**config.mk**
```make
export PLATFORM = sky130hd
export DESIGN_NAME = fetch_queue_flat
export DESIGN_NICKNAME = d
export VERILOG_FILES = /design/src/rtl/fetch_queue_if.sv /design/src/rtl/fetch_queue.sv /design/src/flat_wrapper.sv
export SDC_FILE = /design/constraint.sdc
export NUM_CORES = 1
export LEC_CHECK = 0
export BUFFER_PORTS_ARGS = -buffer_cell sky130_fd_sc_hd__buf_2
export CAP_MARGIN = 20
export CORE_UTILIZATION = 35
export CTS_CLUSTER_DIAMETER = 60
export DETAILED_ROUTE_END_ITERATION = 8
export GPL_TIMING_DRIVEN = 1
export PLACE_DENSITY = 0.58
export SLEW_MARGIN = 20
export SYNTH_ARGS = -nofsm -noshare
export SYNTH_HDL_FRONTEND = slang
export SYNTH_SLANG_ARGS = --single-unit
```
**constraint.sdc**
```tcl
create_clock -name clk -period 3.1 [get_ports clk]
set_clock_uncertainty 0.15 [all_clocks]
set_input_delay 0.62 -clock clk [delete_from_list [all_inputs] [get_ports clk]]
set_output_delay 0.62 -clock clk [all_outputs]
set_load 0.1 [all_outputs]
```
**src/rtl/fetch_queue_if.sv**
```systemverilog
// ---------------------------------------------------------------------------
// fetch_queue_if
//   Handshake and control bundle between fetch, the fetch_queue and decode.
//
//   Parameters
//     WIDTH  instruction word width
//     OPW    opcode field width (top OPW bits of a word)
//     DEPTH  queue entries; sets the width of count
//
//   Signals (direction seen from the queue, i.e. the slave modport)
//     in_valid/in_data/in_ready     fetch -> queue word handshake
//     out_valid/out_data/out_ready  queue -> decode word handshake
//     flush                         discard queued words, abort injection
//     req_call/req_ret/req_rti      one-cycle micro-op injection requests
//     inj_imm                       low field of the CALL micro-op
//     seq_busy                      injection sequencer is active
//     count                         number of queued words
// ---------------------------------------------------------------------------
interface fetch_queue_if #(
  parameter int WIDTH = 48,
  parameter int OPW   = 16,
  parameter int DEPTH = 4
);
  localparam int CW = $clog2(DEPTH) + 1;

  logic                 in_valid;
  logic [WIDTH-1:0]     in_data;
  logic                 in_ready;
  logic                 out_valid;
  logic [WIDTH-1:0]     out_data;
  logic                 out_ready;
  logic                 flush;
  logic                 req_call;
  logic                 req_ret;
  logic                 req_rti;
  logic [WIDTH-OPW-1:0] inj_imm;
  logic                 seq_busy;
  logic [CW-1:0]        count;

  // The queue itself.
  modport slave (
    input  in_valid, in_data, out_ready, flush,
    input  req_call, req_ret, req_rti, inj_imm,
    output in_ready, out_valid, out_data, seq_busy, count
  );

  // The surrounding pipeline (fetch + decode + branch control).
  modport master (
    output in_valid, in_data, out_ready, flush,
    output req_call, req_ret, req_rti, inj_imm,
    input  in_ready, out_valid, out_data, seq_busy, count
  );
endinterface

```
**src/rtl/fetch_queue.sv**
```systemverilog
// ---------------------------------------------------------------------------
// fetch_queue
//   IF/ID instruction buffer. A DEPTH-entry circular FIFO of fetched words
//   plus an injection sequencer that places micro-op words on the decode
//   side ahead of anything queued:
//     CALL -> {OP_PUSH_PC_HIGH, imm}
//     RET  -> {OP_POP_PC_LOW,   0}
//     RTI  -> {OP_POP_PC_LOW,   0}, then {OP_POP_FLAGS, 0}
//   While an injection is in progress the queue holds its head but keeps
//   accepting pushes. flush empties the queue and aborts any injection.
//
//   Ports
//     clk    rising-edge clock
//     reset  asynchronous, active-low; clears pointers, count, sequencer
//     bus    fetch_queue_if.slave (handshakes, flush, requests, status)
//
//   Build option
//     FETCH_QUEUE_BYPASS_EN  when defined, an empty idle queue forwards
//                            in_data straight to out_data if decode is
//                            ready, without writing it into the buffer.
// ---------------------------------------------------------------------------
module fetch_queue #(
  parameter int             WIDTH           = 48,
  parameter int             OPW             = 16,
  parameter int             DEPTH           = 4,
  parameter logic [OPW-1:0] OP_PUSH_PC_HIGH = 16'hB000,
  parameter logic [OPW-1:0] OP_POP_PC_LOW   = 16'hB800,
  parameter logic [OPW-1:0] OP_POP_FLAGS    = 16'h7800
) (
  input  logic          clk,
  input  logic          reset,
  fetch_queue_if.slave  bus
);

  localparam int PW  = $clog2(DEPTH);
  localparam int CW  = PW + 1;
  localparam int IMW = WIDTH - OPW;

  typedef enum logic [1:0] {S_IDLE, S_INJ1, S_INJ2} state_t;
  typedef enum logic [1:0] {K_CALL, K_RET, K_RTI}   kind_t;

  // -------------------------------------------------------------------------
  // State
  // -------------------------------------------------------------------------
  logic [WIDTH-1:0] r_mem [DEPTH];
  logic [PW-1:0]    r_rd_ptr;
  logic [PW-1:0]    r_wr_ptr;
  logic [CW-1:0]    r_count;

  state_t           r_state,  w_state_nxt;
  kind_t            r_kind,   w_kind_nxt;
  logic [IMW-1:0]   r_imm,    w_imm_nxt;

  logic             w_seq_busy;
  logic             w_in_ready;
  logic             w_bypass;
  logic             w_push;
  logic             w_pop;
  logic [WIDTH-1:0] w_inj_word;
  logic             w_out_valid;
  logic [WIDTH-1:0] w_out_data;

  // -------------------------------------------------------------------------
  // Handshake qualifiers
  // -------------------------------------------------------------------------
  assign w_seq_busy = (r_state != S_IDLE);
  // Full only at count==DEPTH, so a same-cycle pop never frees a slot early.
  assign w_in_ready = (r_count != CW'(DEPTH));

`ifdef FETCH_QUEUE_BYPASS_EN
  assign w_bypass = (r_count == '0) && !w_seq_busy && bus.in_valid && bus.out_ready;
`else
  assign w_bypass = 1'b0;
`endif

  // A bypassed word is consumed directly and never enters the buffer.
  assign w_push = bus.in_valid && w_in_ready && !w_bypass;
  // The queue head is frozen while the sequencer owns the output.
  assign w_pop  = bus.out_ready && (r_count != '0) && !w_seq_busy;

  // -------------------------------------------------------------------------
  // Queue pointers and occupancy
  // -------------------------------------------------------------------------
  // NOTE: sequential state uses non-blocking assignments so every register
  // samples the pre-edge values of the others, independent of block order.
  always_ff @(posedge clk or negedge reset) begin
    if (!reset) begin
      r_rd_ptr <= '0;
      r_wr_ptr <= '0;
      r_count  <= '0;
    end else if (bus.flush) begin
      r_rd_ptr <= '0;
      r_wr_ptr <= '0;
      r_count  <= '0;
    end else begin
      // DEPTH is a power of two, so natural overflow gives the wrap.
      if (w_push) r_wr_ptr <= r_wr_ptr + 1'b1;
      if (w_pop)  r_rd_ptr <= r_rd_ptr + 1'b1;
      case ({w_push, w_pop})
        2'b10:   r_count <= r_count + 1'b1;
        2'b01:   r_count <= r_count - 1'b1;
        default: r_count <= r_count;
      endcase
    end
  end

  // NOTE: the storage array has no reset; its contents are only observed
  // through rd_ptr when count says they were written, so clearing it would
  // only cost reset fan-out.
  always_ff @(posedge clk) begin
    if (w_push && !bus.flush) r_mem[r_wr_ptr] <= bus.in_data;
  end

  // -------------------------------------------------------------------------
  // Injection sequencer
  // -------------------------------------------------------------------------
  always_ff @(posedge clk or negedge reset) begin
    if (!reset) begin
      r_state <= S_IDLE;
      r_kind  <= K_CALL;
      r_imm   <= '0;
    end else begin
      r_state <= w_state_nxt;
      r_kind  <= w_kind_nxt;
      r_imm   <= w_imm_nxt;
    end
  end

  // NOTE: every output of a combinational block gets a default before any
  // branch; a path that skips an assignment would otherwise infer a latch.
  always_comb begin
    w_state_nxt = r_state;
    w_kind_nxt  = r_kind;
    w_imm_nxt   = r_imm;
    case (r_state)
      S_IDLE: begin
        // Highest-priority request wins; the others are dropped.
        if (bus.req_rti) begin
          w_state_nxt = S_INJ1;
          w_kind_nxt  = K_RTI;
        end else if (bus.req_ret) begin
          w_state_nxt = S_INJ1;
          w_kind_nxt  = K_RET;
        end else if (bus.req_call) begin
          w_state_nxt = S_INJ1;
          w_kind_nxt  = K_CALL;
          w_imm_nxt   = bus.inj_imm;
        end
      end
      S_INJ1: begin
        if (bus.out_ready) w_state_nxt = (r_kind == K_RTI) ? S_INJ2 : S_IDLE;
      end
      S_INJ2: begin
        if (bus.out_ready) w_state_nxt = S_IDLE;
      end
      default: w_state_nxt = S_IDLE;
    endcase
    if (bus.flush) w_state_nxt = S_IDLE;
  end

  always_comb begin
    w_inj_word = '0;
    case (r_state)
      S_INJ1: begin
        if (r_kind == K_CALL) w_inj_word = {OP_PUSH_PC_HIGH, r_imm};
        else                  w_inj_word = {OP_POP_PC_LOW, {IMW{1'b0}}};
      end
      S_INJ2:  w_inj_word = {OP_POP_FLAGS, {IMW{1'b0}}};
      default: w_inj_word = '0;
    endcase
  end

  // -------------------------------------------------------------------------
  // Output select: sequencer word, bypassed word, or queue head
  // -------------------------------------------------------------------------
  always_comb begin
    w_out_valid = 1'b0;
    w_out_data  = '0;
    if (w_seq_busy) begin
      w_out_valid = 1'b1;
      w_out_data  = w_inj_word;
    end else if (w_bypass) begin
      w_out_valid = 1'b1;
      w_out_data  = bus.in_data;
    end else if (r_count != '0) begin
      w_out_valid = 1'b1;
      w_out_data  = r_mem[r_rd_ptr];
    end
  end

  assign bus.in_ready  = w_in_ready;
  assign bus.out_valid = w_out_valid;
  assign bus.out_data  = w_out_data;
  assign bus.seq_busy  = w_seq_busy;
  assign bus.count     = r_count;

endmodule
```
**src/flat_wrapper.sv**
```systemverilog
// flat-port wrapper written by rule: the top's interface ports become plain ports
module fetch_queue_flat 
#(
  parameter int             WIDTH           = 48,
  parameter int             OPW             = 16,
  parameter int             DEPTH           = 4,
  parameter logic [OPW-1:0] OP_PUSH_PC_HIGH = 16'hB000,
  parameter logic [OPW-1:0] OP_POP_PC_LOW   = 16'hB800,
  parameter logic [OPW-1:0] OP_POP_FLAGS    = 16'h7800
)
  (clk, reset, bus_in_valid, bus_in_data, bus_out_ready, bus_flush, bus_req_call, bus_req_ret, bus_req_rti, bus_inj_imm, bus_in_ready, bus_out_valid, bus_out_data, bus_seq_busy, bus_count);
  fetch_queue_if #(.WIDTH(WIDTH), .OPW(OPW), .DEPTH(DEPTH)) bus_i ();
  input  logic clk;
  input  logic reset;
  input wire logic [$bits(bus_i.in_valid)-1:0] bus_in_valid;
  input wire logic [$bits(bus_i.in_data)-1:0] bus_in_data;
  input wire logic [$bits(bus_i.out_ready)-1:0] bus_out_ready;
  input wire logic [$bits(bus_i.flush)-1:0] bus_flush;
  input wire logic [$bits(bus_i.req_call)-1:0] bus_req_call;
  input wire logic [$bits(bus_i.req_ret)-1:0] bus_req_ret;
  input wire logic [$bits(bus_i.req_rti)-1:0] bus_req_rti;
  input wire logic [$bits(bus_i.inj_imm)-1:0] bus_inj_imm;
  output wire logic [$bits(bus_i.in_ready)-1:0] bus_in_ready;
  output wire logic [$bits(bus_i.out_valid)-1:0] bus_out_valid;
  output wire logic [$bits(bus_i.out_data)-1:0] bus_out_data;
  output wire logic [$bits(bus_i.seq_busy)-1:0] bus_seq_busy;
  output wire logic [$bits(bus_i.count)-1:0] bus_count;
  assign bus_i.in_valid = bus_in_valid;
  assign bus_i.in_data = bus_in_data;
  assign bus_i.out_ready = bus_out_ready;
  assign bus_i.flush = bus_flush;
  assign bus_i.req_call = bus_req_call;
  assign bus_i.req_ret = bus_req_ret;
  assign bus_i.req_rti = bus_req_rti;
  assign bus_i.inj_imm = bus_inj_imm;
  assign bus_in_ready = bus_i.in_ready;
  assign bus_out_valid = bus_i.out_valid;
  assign bus_out_data = bus_i.out_data;
  assign bus_seq_busy = bus_i.seq_busy;
  assign bus_count = bus_i.count;
  fetch_queue #(.WIDTH(WIDTH), .OPW(OPW), .DEPTH(DEPTH), .OP_PUSH_PC_HIGH(OP_PUSH_PC_HIGH), .OP_POP_PC_LOW(OP_POP_PC_LOW), .OP_POP_FLAGS(OP_POP_FLAGS)) u_core (.clk(clk), .reset(reset), .bus(bus_i));
endmodule
```
# Word-level counts from Yosys, hierarchy flattened
# Memory sizes are Yosys's and may differ from the RTL's.
# Cells that the tools add are included.
[classes]
n_reduce_logical = 17
n_bitwise = 2
mul = 0
n_shift = 0
add_sub_neg = 4
order_cmp = 0
muxes = 25
n_eq_ne = 9
div_mod_pow = 0
[ops]
columns = ["cell", "count"]
rows = [
  ["2-to-1 mux 48 bit", 2],
  ["case mux 48 bit (2 select lines)", 1],
  ["2-to-1 mux 44 bit", 1],
  ["2-to-1 mux 2 bit", 14],
  ["!= test 3 bit, second input constant", 3],
  ["nonzero test 3 bit", 3],
  ["equality test 2 bit, second input constant", 3],
  ["case mux 2 bit (3 select lines)", 1],
  ["case mux 3 bit (2 select lines)", 1],
  ["nonzero test 2 bit", 3],
  ["!= test 5 bit, second input constant", 1],
  ["adder 2 x 1 -> 2 bit, second input constant", 2],
  ["equality test 2 x 1 -> 1 bit, second input constant", 2],
  ["logical AND 1 bit", 4],
  ["logical NOT 2 bit", 2],
  ["2-to-1 mux 1 bit", 4],
  ["AND reduction 4 bit", 1],
  ["adder 3 x 1 -> 3 bit, second input constant", 1],
  ["2-to-1 mux 3 bit", 1],
  ["AND reduction 3 bit", 1],
  ["subtractor 3 x 1 -> 3 bit, second input constant", 1],
  ["logical NOT 1 bit", 2],
  ["inverter 1 bit", 2],
  ["AND reduction 2 bit", 1],
]
[totals]
ramBits = 192
input_bits = 88
output_inout_bits = 54
mem_count = 1
latchBits = 0
elab_cells = 64
regBits = 43
mem_bits_ro = 0
[mem_list]
columns = ["memory", "depth", "width", "rd", "rd_clocked_by_memory_dff", "wr", "line", "rtl"]
rows = [
  ["u_core.r_mem", 4, 48, 1, 0, 1, "fetch_queue.sv:45", "logic [WIDTH-1:0] r_mem [DEPTH];"],
]

# Logic depth before layout (Yosys ltp)
# Gate-level depths: netlist (run 1).
[depth]
depth_word = 6
ltp_mapped = 8
mapped_depth_nobuf = 7

# Worst setup path before layout (run 1)
# No wires, ideal clock.
[synth_timing]
path_kind = "reg2out"
startpoint = "register u_core.r_state[0]"
endpoint = "output bus_out_data[43]"
stages_incl_launch_ff = 7
t_required_ns = 2.330
n_path_buf = 1
arrival_time_ns = 3.486
setup_slack_ns = -1.156
path_cell_list = "dfrtp_1 inv_1 ha_1 buf_2 inv_2 nand2_1 o21ai_0"
[synth_between]
word_cells_on_any_way = 5
classes_between = "eq/ne (2); mux (2); reduce/logical (1)"
[synth_rtl]
columns = ["item", "line", "rtl"]
rows = [
  ["start, declared", "fetch_queue.sv:50", "state_t r_state, w_state_nxt;"],
  ["start signal, assigned", "fetch_queue.sv:123", "r_state <= w_state_nxt;"],
  ["nonzero test 2 bit", "fetch_queue.sv:66", "assign w_seq_busy = (r_state != S_IDLE);"],
  ["named net bus_seq_busy", "flat_wrapper.sv:26", "output wire logic [$bits(bus_i.seq_busy)-1:0] bus_seq_busy;"],
  ["2-to-1 mux 48 bit", "fetch_queue.sv:179", "if (w_seq_busy) begin"],
  ["end, declared", "flat_wrapper.sv:25", "output wire logic [$bits(bus_i.out_data)-1:0] bus_out_data;"],
]
# The timed path passes the listed nets, and every way through them passes these cells.

# Final worst setup path (run 1)
[layout_timing]
startpoint = "register u_core.r_state[0]"
endpoint = "output bus_out_data[30]"
[layout_between]
elab_chain_cells = 3
word_cells_on_any_way = 5
classes_between = "eq/ne (2); mux (2); reduce/logical (1)"
[layout_lines]
columns = ["item", "line", "rtl"]
rows = [
  ["equality test 2 bit or equality test 2 x 1 -> 1 bit (tied branches)", "fetch_queue.sv:163", "case (r_state)"],
  ["case mux 48 bit (2 select lines)", "fetch_queue.sv:163", ""],
  ["2-to-1 mux 48 bit (*)", "fetch_queue.sv:179", ""],
]
# Every way passes the cells marked *; elsewhere a longest branch is shown, timed or not.

==> metrics, run 1 <==
Worst Path Required 2.33 ns; gp weighted congestion 0.721; Synth top area share 0.621; via count 4,954; worst-skew pair later-pin latency 0.53 ns; largest voltage drop on the vdd net about 0.84 mV; PortBufs 141; RSZ-0062 raised after global routing true; htree depth 1; sequential share of the synthesized area 0.737; status completed; drt wl/cell 21.1 um; min cycle time layout about 3.1 ns; cts bufs inserted 28; fmax 327 MHz; CP Capture Type output pin; hold path cells 1; RR Endpoint u_core.r_mem[1][45]$_DFFE_PP_; Sw Ratio 0.389; Detailed Place HPWL 12,700 um; first-pass GRT wire length 31,800 um; drt initial violations 291; FF+latch count, synth 235; Critical Path Slowest Stage Cell dfrtp_1; post-synthesis cell area about 9300 um2; Yosys cell types 39; fraction of layout cells with a size suffix above 1 0.528; Final Cycle Share 0.986; crit-path cells inv_2 > ha_4 > nand2_4 > nor4b_4 > buf_6 > buf_6 > a22o_2 > buf_12; Hold Vio Cnt, Final 0; hold endpoint u_core.r_mem[3][41]$_DFFE_PP_; r2r startpoint u_core.bus.count[1]$_DFFE_PN0P_; Starting Density 0.356; CTS clk-pin slew, worst paths approximately 0.060 ns; Seq pwr share 0.316; die area about 27,000 um2; vias per cell 5.01; CTS root buf clkbuf_16; most frequent CP cell buf_6; commonest cells in the netlist edfxtp_1, mux4_2, dfrtp_1; max incr delay on CP 0.38 ns; Final Util 0.478; Net Sw Power between 4 and 5 mW; reg-to-reg setup timing slack 0.39 ns; Tightest Pin Transition about 0.7 ns; Die Y 165 um; Synth warnings 0; Synth Area per Inst 20.3 um2; Max Cap Viol 0; chip width 165 um; Worst R2R Path Depth 5; Mapped Cells around 460; Worst Hold Class in -> reg; Post-synth EDFFs 192; Synth Flop Type edfxtp_1; HP Start bus_in_data[41]; Pre-antenna DRT Iters 4; post-route ant nets 0; fin area about 12,000 um2; CP Data Arrival Time between 2 and 2.5 ns; post-synth top area cell edfxtp_1; synth-to-layout area growth 34.1%; Tot GR Track Use 0.158; top cells by area, synth edfxtp_1, mux4_2, dfrtp_1; largest net degree at the start of global routing 37; Final Setup Violations 0; GRT overflow 0; leak pwr 4.50 nW; Site Rows 59; Clk network pwr share 0.247; relative slew slack 0.543; Total Routed Length 20,800 um; Power Internal around 7.7 mW; count leader, synth edfxtp_1; WS Path Type reg -> out; clock sink total approximately 240; PwrDens 1020 nW/um2; Core Region 26,100 um2; DRC Markers 0; Max clock buf depth 3; CTS tree built; Final Slew Violations 0; async set-or-reset flop fraction in the synthesized netlist 0.183; vias in the first global route between 5,000 and 6,000; initial antenna violation count 2; io pins 142; largest fanout on the critical path 6; layout net count 727; Synthesized Nets 555; Gate power share 0.437; startpoint types register; Post-DP Area 11,300 um2
## cell families after synthesis
kind of cell | synth area share
flip-flops | 0.737
multiplexers | 0.161
AND/OR/NAND/NOR | 0.0293
AO/OA/AOI/OAI | 0.0415
buffers and inverters | 0.0151
adder cells (fa/ha/maj) | 0.0129
XOR/XNOR | 0.00283
## registers in the layout (all words and copies together), names as in the netlist
| name | count |
|---|---|
| u_core.r_mem | 192 |
| u_core.r_imm | 32 |
| u_core.bus.count | 3 |
| u_core.r_kind | 2 |
| u_core.r_rd_ptr | 2 |
| u_core.r_state | 2 |
| u_core.r_wr_ptr | 2 |
## worst max path at each step
| stage | startpoint | endpoint | slack (ns) | depth (start not counted) |
|---|---|---|---|---|
| finish | u_core.r_state[0]$_DFFE_PN0P_ | bus_out_data[30] | 0.04 | 8 |
| global route | u_core.r_state[0]$_DFFE_PN0P_ | bus_out_data[30] | -0.05 | 8 |
| CTS | u_core.r_rd_ptr[0]$_DFFE_PN0P_ | bus_out_data[0] | 0.006 | 4 |
| detailed placement | u_core.r_state[0]$_DFFE_PN0P_ | bus_out_data[4] | 0.21 | 8 |
| global placement | u_core.r_state[0]$_DFFE_PN0P_ | bus_out_data[8] | 0.28 | 8 |
| floorplan | u_core.r_state[0]$_DFFE_PN0P_ | bus_out_data[43] | -0.23 | 6 |
## layout make-up
type                    count  area [um2]
clock inverters            15         126
clock buffers              37         776
well taps                 335         419
diodes                      1        2.50
flip-flops and latches    235        6850
fillers                  2172       13600
multi-input cells         192        2490
inverters                   6        25.0
repair buffers            167        1760
## what timing repair did
| action | in CTS | in global routing |
|---|---|---|
| resized for setup | 13 | 6 |
| setup buffers | 6 | 2 |
| hold buffers | 1 | 0 |
| endpoints found under the setup margin | 48 | 33 |
| pin swaps | 2 | 0 |
| endpoints found under the hold margin | 9 | 0 |
| gates cloned | 2 | 1 |
## power groups by stage
stage / Sequential (mW) / Combinational (mW) / Clock (mW)
2_1_floorplan: 4.08 / 3.56 / 0
3_3_place_gp: 4.06 / 5.37 / 0
3_5_place_dp: 4.10 / 5.43 / 0
4_1_cts: 3.99 / 5.54 / 3.21
5_1_grt: 4.04 / 5.75 / 3.33
6_report: 4.00 / 5.52 / 3.12
## stage by stage
step           cells  hold slack (ns)  setup slack [ns]  total power [mW]  TNS (ns)
2_1_floorplan    458            0.174            -0.229              7.65    -0.229
3_3_place_gp     923            0.318             0.281              9.43         0
3_5_place_dp     923            0.329             0.207              9.53         0
4_1_cts          984            0.123           0.00605              12.7         0
5_1_grt          987            0.123           -0.0548              13.1    -0.835
6_report         988            0.150            0.0444              12.6         0
## layout by cell type, fill, tap and decap left out, types with 3 or more instances in the layout
cell / Yosys / layout
nor2_1: 8 / 8
buf_12: 0 / 53
mux2i_1: 3 / 3
nand2_1: 10 / 9
ha_1: 8 / 6
a21oi_1: 3 / 3
nand2b_1: 3 / 3
mux4_2: 48 / 48
a22o_2: 0 / 21
clkinv_2: 0 / 5
edfxtp_1: 192 / 192
clkinvlp_4: 0 / 4
buf_6: 1 / 3
clkbuf_16: 0 / 30
inv_1: 5 / 3
and2_1: 15 / 7
dfrtp_1: 43 / 40
and2_2: 0 / 8
mux2_1: 5 / 5
mux2_2: 29 / 29
buf_4: 0 / 13
clkbuf_1: 9 / 6
a22o_4: 0 / 13
buf_2: 13 / 93
## routing by layer
| metal | vias to the layer above | share of wire | track usage |
|---|---|---|---|
| li1 | 2207 | - | - |
| met1 | 2542 | 0.41 | 0.205 |
| met2 | 173 | 0.50 | 0.261 |
| met3 | 30 | 0.078 | 0.0429 |
| met4 | 2 | 0.019 | 0.0409 |
| met5 | - | 0.00062 | 0 |
## worst max-delay path, delay by kind of cell, from the launching register on
| kind | cells | cell delay [ns] |
|---|---|---|
| AOI/OAI and AO/OA | 1 | 0.18 |
| adders and majority gates | 1 | 0.27 |
| buffers and inverters | 4 | 0.63 |
| DFF | 1 | 0.38 |
| and+or+nand+nor | 2 | 0.29 |
Note: power is estimated with default switching activity, not from simulation.
==> run 2, diff against run 1 <==
Settings changed: GPL_ROUTABILITY_DRIVEN set to 0, REMOVE_ABC_BUFFERS set to 1.
==> run 2 against run 1 <==
  * The flow now finishes with violations (negative hold slack, negative setup slack)
  * Sequential cell count did not move
  * Total power decreased by 3.0%
  * Sequential power hardly changed
  * Cell count decreased by 0.10%
  * Non-clock buffer count grew 2
  * Critical path depth stayed put
  * Utilization decreased by 1.0 points
==> metrics, run 2 (synthesized netlist as in run 1, its figures left out) <==
status finished, violations left (was completed); failing checks negative hold slack, negative setup slack; Final Setup Violations 18 (was 0); Site Rows 59 (unchanged); CTS tree built (unchanged); min cycle time layout 3.11 ns (was 3.06 ns); Crit path depth 8 (unchanged); largest net degree at the start of global routing 44 (was 37); Final Slew Violations 0 (unchanged); Finished Layout Cells 987 (was 988); crit-path cells inv_2 > ha_4 > nand2_4 > nor4b_4 > buf_4 > buf_16 > a22o_1 > buf_12 (was inv_2 > ha_4 > nand2_4 > nor4b_4 > buf_6 > buf_6 > a22o_2 > buf_12); fmax 321 MHz (was 327 MHz); CTS root buf clkbuf_16 (unchanged); final total power 12.3 mW (was 12.6 mW); WS Path Type reg -> out (unchanged); initial antenna violation count 2 (unchanged); die area 27,200 um2 (unchanged); startpoint types register (unchanged); worst-skew pair later-pin latency 0.52 ns (was 0.53 ns); relative slew slack 0.562 (was 0.543); Final Cycle Share 1.00 (was 0.986); Worst Slack Setup Final -0.0124 ns (was 0.0444 ns); Worst R2R Path Depth 5 (unchanged); first-pass GRT wire length 29,700 um (was 31,800 um); setup tns final -0.119 ns (was 0 ns); clock sink total 235 (unchanged); CP Capture Type output pin (unchanged); placed cells 924 (was 923); Max Cap Viol 0 (unchanged); Hold Vio Cnt, Final 17 (was 0); Final Util 0.467 (was 0.478); Max clock buf depth 3 (unchanged); fraction of layout cells with a size suffix above 1 0.479 (was 0.528); r2r startpoint u_core.bus.count[0]$_DFFE_PN0P_ (was u_core.bus.count[1]$_DFFE_PN0P_); worst path bufs/invs 4 (unchanged); vias in the first global route 5,272 (was 5,379); Tightest Pin Transition 0.656 ns (was 0.685 ns); crit path launch u_core.r_state[0]$_DFFE_PN0P_ (unchanged); Top reg by flops u_core.r_mem (unchanged); Core Region 26,100 um2 (unchanged); PortBufs 141 (unchanged); max FFs per register 192 (unchanged); drt initial violations 253 (was 291); synth-to-layout area growth 31.3% (was 34.1%); Worst Path Required 2.33 ns (about the same); vias per cell 4.99 (was 5.01); RSZ-0062 raised after global routing true (unchanged); layout net count 728 (was 727); DRC Markers 0 (unchanged); Tot GR Track Use 0.146 (was 0.158); htree depth 1 (unchanged); leak pwr 4.42 nW (was 4.50 nW); most frequent cells in the layout edfxtp_1, buf_2, mux4_2 (was edfxtp_1, buf_2, buf_12); Hold Slack -0.00820 ns (was 0.150 ns); drt wl/cell 20.3 um (was 21.1 um); post-route ant nets 0 (unchanged); cts bufs inserted 27 (was 28); CP Data Arrival Time 2.34 ns (was 2.29 ns); CP delay by family, top buffers and inverters (unchanged); Starting Density 0.356 (unchanged); largest fanout on the critical path 12 (was 6); io pins 142 (unchanged); Detailed Place HPWL 12,400 um (was 12,700 um); via count 4,924 (was 4,954); PwrDens 1010 nW/um2 (was 1020 nW/um2); max incr delay on CP 0.39 ns (was 0.38 ns); reg-to-reg setup timing slack 0.58 ns (was 0.39 ns); largest voltage drop on the vdd net 0.774 mV (was 0.843 mV); Total Routed Length 20,000 um (was 20,800 um); CTS clk-pin slew, worst paths 0.06 ns (about the same); Pre-antenna DRT Iters 4 (unchanged); Die Y 165 um (unchanged); Worst Hold Class in -> async (was in -> reg); Critical Path Slowest Stage Cell dfrtp_1 (unchanged); commonest non-fill, non-tap cell in the layout edfxtp_1 (unchanged); chip width 165 um (unchanged); GRT overflow 0 (unchanged)
[run 2: cell types whose count changed in the layout (fill, tap and decap cells not counted), moves of 2 or more]
cell and delta:
a22o_1 +27, a22o_2 -21, a22o_4 -6, and2_1 +4
and2_2 -4, buf_12 -14, buf_4 +7, buf_6 -2
bufinv_16 +2, clkbuf_4 +13, clkinvlp_4 -3
[run 2: timing repair]
| item | 4_1_cts | 5_1_grt |
|---|---|---|
| endpoints found under the setup margin | 48 | 35 |
| gates resized for setup | 9 | 23 |
| pin swaps | 7 | 1 |
| buffers inserted | 8 | 2 |
| hold buffers | 0 | 0 |
| cloned | 1 | 2 |
[run 2: layer usage]
layer	vias up	wire [um]	GRT usage
li1	2209	-	-
met1	2542	8180	0.179
met2	141	10400	0.260
met3	30	1050	0.0334
met4	2	445	0.0371
met5	-	8	0
[run 2: per-stage QoR]
stage / hold WS, ns / instance area [um2] / setup slack, ns
after floorplan: 0.174 / 9160 / -1.39
after global placement: 0.321 / 11000 / 0.365
after detailed placement: 0.334 / 11000 / 0.296
after CTS: 0.141 / 12000 / 0.0158
after global routing: 0.0213 / 12200 / -0.113
final: -0.00820 / 12200 / -0.0124
[run 2: worst paths after layout]
check / to
max: bus_out_data[8]
min: u_core.r_imm[7]$_DFFE_PN0P_
min in group clk: u_core.r_mem[2][10]$_DFFE_PP_
max in group asynchronous: u_core.r_rd_ptr[0]$_DFFE_PN0P_
min reg2reg: u_core.r_imm[8]$_DFFE_PN0P_
max reg2reg: u_core.r_mem[2][4]$_DFFE_PP_
[run 2: power breakdown]
part	leakage (nW)	switching, mW	total, mW	internal, mW
registers	2.26	0.210	4.00	3.79
clock network	0.440	1.21	3.13	1.92
logic	1.72	3.33	5.14	1.81
[run 2: worst register-to-register path, delay by kind of cell (launching register included)]
kind / cells / cell delay (ns)
buffers and inverters: 1 / 0.56
flip-flops: 1 / 0.51
AND/OR/NAND/NOR: 4 / 0.93
[run 2: area by class of cell]
| cell class | instances | area (um2) |
|---|---|---|
| tap | 335 | 419 |
| clock buffer | 35 | 736 |
| inverter | 6 | 25.0 |
| clock inverter | 14 | 155 |
| fill | 2175 | 13900 |
| timing repair buffer | 169 | 1590 |
| multi-input combinational | 192 | 2400 |
| sequential | 235 | 6850 |
| antenna | 1 | 2.50 |
==> run 3, diff against run 2 <==
Settings changed: REMOVE_ABC_BUFFERS 1 to not set, TNS_END_PERCENT set to 10.
==> run 3 against run 2 <==
  * The run ends with negative setup slack left
  * Total power down 0.25%
  * First-iteration DRC count up 0.79%
  * Hold slack better by 0.16 ns
  * Combinational power up 1%
  * Largest power group unchanged
  * Clock power down 3%
  * Utilization up 0.40 points
  * Sequential share of layout area down 0.48 points
  * Setup slack better by 0.0053 ns
  * Sequential power about the same
==> metrics, run 3 (synthesized netlist as in run 1, its figures left out) <==
PwrDens 996 nW/um2 (was 1010 nW/um2); dpl ws 0.205 ns (was 0.296 ns); clock sink total 235 (unchanged); commonest non-fill, non-tap cell in the layout edfxtp_1 (unchanged); CP Capture Type output pin (unchanged); final total power 12.2 mW (was 12.3 mW); Max Cap Viol 0 (unchanged); Critical Path Slowest Stage Cell dfrtp_1 (unchanged); Detailed Place HPWL 12,400 um (about the same); Hold Vio Cnt, Final 0 (was 17); vias in the first global route 5,333 (was 5,272); CTS tree built (unchanged); max incr delay on CP 0.35 ns (was 0.39 ns); Worst Slack Setup Final -0.00705 ns (was -0.0124 ns); worst-skew pair later-pin latency 0.52 ns (about the same); Tot GR Track Use 0.151 (was 0.146); Final Util 0.471 (was 0.467); min cycle time layout 3.11 ns (about the same); WS Path Type reg -> out (unchanged); hold endpoint u_core.r_mem[3][42]$_DFFE_PP_; Final Slew Violations 0 (unchanged); crit-path cells inv_2 > ha_4 > nand2_4 > nor4b_4 > buf_6 > buf_12 > buf_16 > a22o_4 > buf_12 (was inv_2 > ha_4 > nand2_4 > nor4b_4 > buf_4 > buf_16 > a22o_1 > buf_12); Starting Density 0.356 (unchanged); fraction of layout cells with a size suffix above 1 0.514 (was 0.479); Final Setup Violations 10 (was 18); CP Data Arrival Time 2.34 ns (about the same); Worst Path Required 2.33 ns (about the same); die area 27,200 um2 (unchanged); CTS root buf clkbuf_16 (unchanged); r2r startpoint u_core.bus.count[0]$_DFFE_PN0P_ (unchanged); RR Endpoint u_core.r_mem[0][0]$_DFFE_PP_ (was u_core.r_mem[2][4]$_DFFE_PP_); reg-to-reg setup timing slack 0.55 ns (was 0.58 ns); Core Region 26,100 um2 (unchanged); largest fanout on the critical path 8 (was 12); initial antenna violation count 3 (was 2); fmax 322 MHz (was 321 MHz); CTS clk-pin slew, worst paths 0.06 ns (about the same); Total Routed Length 20,300 um (was 20,000 um); relative slew slack 0.422 (was 0.562); htree depth 1 (unchanged); Tightest Pin Transition 0.868 ns (was 0.656 ns); drt wl/cell 20.5 um (was 20.3 um); most frequent CP cell buf_12; GRT overflow 0 (unchanged); Max clock buf depth 3 (unchanged); most frequent cells in the layout edfxtp_1, buf_2, mux4_2 (unchanged); leak pwr 4.50 nW (was 4.42 nW); io pins 142 (unchanged); vias per cell 5.04 (was 4.99); hold path cells 1; Pre-antenna DRT Iters 4 (unchanged); Final Cycle Share 1.00 (about the same); status finished, violations left (unchanged); first-pass GRT wire length 30,400 um (was 29,700 um); layout net count 733 (was 728); failing checks negative setup slack (was negative hold slack, negative setup slack); Worst R2R Path Depth 5 (unchanged); RSZ-0062 raised after global routing true (unchanged); Finished Layout Cells 994 (was 987); largest voltage drop on the vdd net 0.700 mV (was 0.774 mV); PortBufs 141 (unchanged); Worst Hold Class in -> reg (was in -> async); placed cells 926 (was 924); largest net degree at the start of global routing 33 (was 44); cts bufs inserted 28 (was 27); drt initial violations 255 (was 253); setup tns final -0.0357 ns (was -0.119 ns); Die Y 165 um (unchanged); HP Start bus_in_data[42]; Top reg by flops u_core.r_mem (unchanged); max FFs per register 192 (unchanged); via count 5,005 (was 4,924); startpoint types register (unchanged); synth-to-layout area growth 32.4% (was 31.3%); post-route ant nets 0 (unchanged); Site Rows 59 (unchanged); DRC Markers 0 (unchanged); chip width 165 um (unchanged)
## run 3: cell types whose count changed in the layout (fill, tap and decap cells not counted), moves of 3 or more
cell,previous run,this run
a22o_1,28,3
a22o_2,0,16
a22o_4,7,16
buf_12,39,42
buf_2,92,108
buf_4,20,16
buf_6,1,4
bufinv_16,3,0
clkbuf_4,13,0
clkinv_1,2,6
clkinv_2,6,3
inv_6,1,4
## run 3: worst max-delay path: cells and delay by family, from the launching register on
kind	cells	cell delay [ns]
buf+inv	5	0.65
simple gates	2	0.37
flops	1	0.35
fa+ha+maj	1	0.28
compound gates	1	0.15
## run 3: stage by stage
step / hold slack, ns / cell area [um2]
floorplan: 0.174 / 9320
global placement: 0.327 / 11100
detailed placement: 0.340 / 11100
CTS: 0.131 / 12200
global route: 0.137 / 12300
finish: 0.156 / 12300
## run 3: worst max-delay path by stage
| stage | to | depth (start not counted) | start |
|---|---|---|---|
| final | bus_out_data[28] | 9 | u_core.r_state[1]$_DFFE_PN0P_ |
| after global routing | bus_out_data[0] | 9 | u_core.r_state[0]$_DFFE_PN0P_ |
| after CTS | bus_out_data[11] | 8 | u_core.r_state[1]$_DFFE_PN0P_ |
| after detailed placement | bus_out_data[0] | 6 | u_core.r_state[0]$_DFFE_PN0P_ |
| after global placement | bus_out_data[36] | 5 | u_core.r_state[0]$_DFFE_PN0P_ |
| after floorplan | u_core.r_mem[1][0]$_DFFE_PP_ | 5 | u_core.bus.count[0]$_DFFE_PN0P_ |
## run 3: metal layers
metal / routed length [um] / track usage / up-vias / share of wire
met5: 13 / 0 / - / 0.00064
met4: 462 / 0.0417 / 2 / 0.023
met3: 1170 / 0.0309 / 37 / 0.058
met1: 8860 / 0.197 / 2591 / 0.44
li1: - / - / 2222 / -
met2: 9830 / 0.257 / 153 / 0.48
## run 3: cell type report
type                            count  area, um2
Sequential cell                   235       6850
Inverter                            6       25.0
Clock inverter                     14       81.3
Fill cell                        2184      13800
Timing Repair Buffer              173       1610
Tap cell                          335        419
Multi-Input combinational cell    192       2510
Antenna cell                        1       2.50
Clock buffer                       38        790
## run 3: what timing repair did
action | 4_1_cts | 5_1_grt
setup buffers | 9 | 4
cloned | 3 | 0
hold endpoints to repair | 26 | 0
gates resized for setup | 12 | 23
pin swaps | 4 | 11
hold buffers | 1 | 0
setup endpoints to repair | 48 | 36
## run 3: power by group
group	switching (mW)	leakage, nW	total, mW	internal [mW]
Clock	1.24	0.429	3.03	1.79
Sequential	0.213	2.26	4.00	3.79
Combinational	3.37	1.81	5.20	1.84
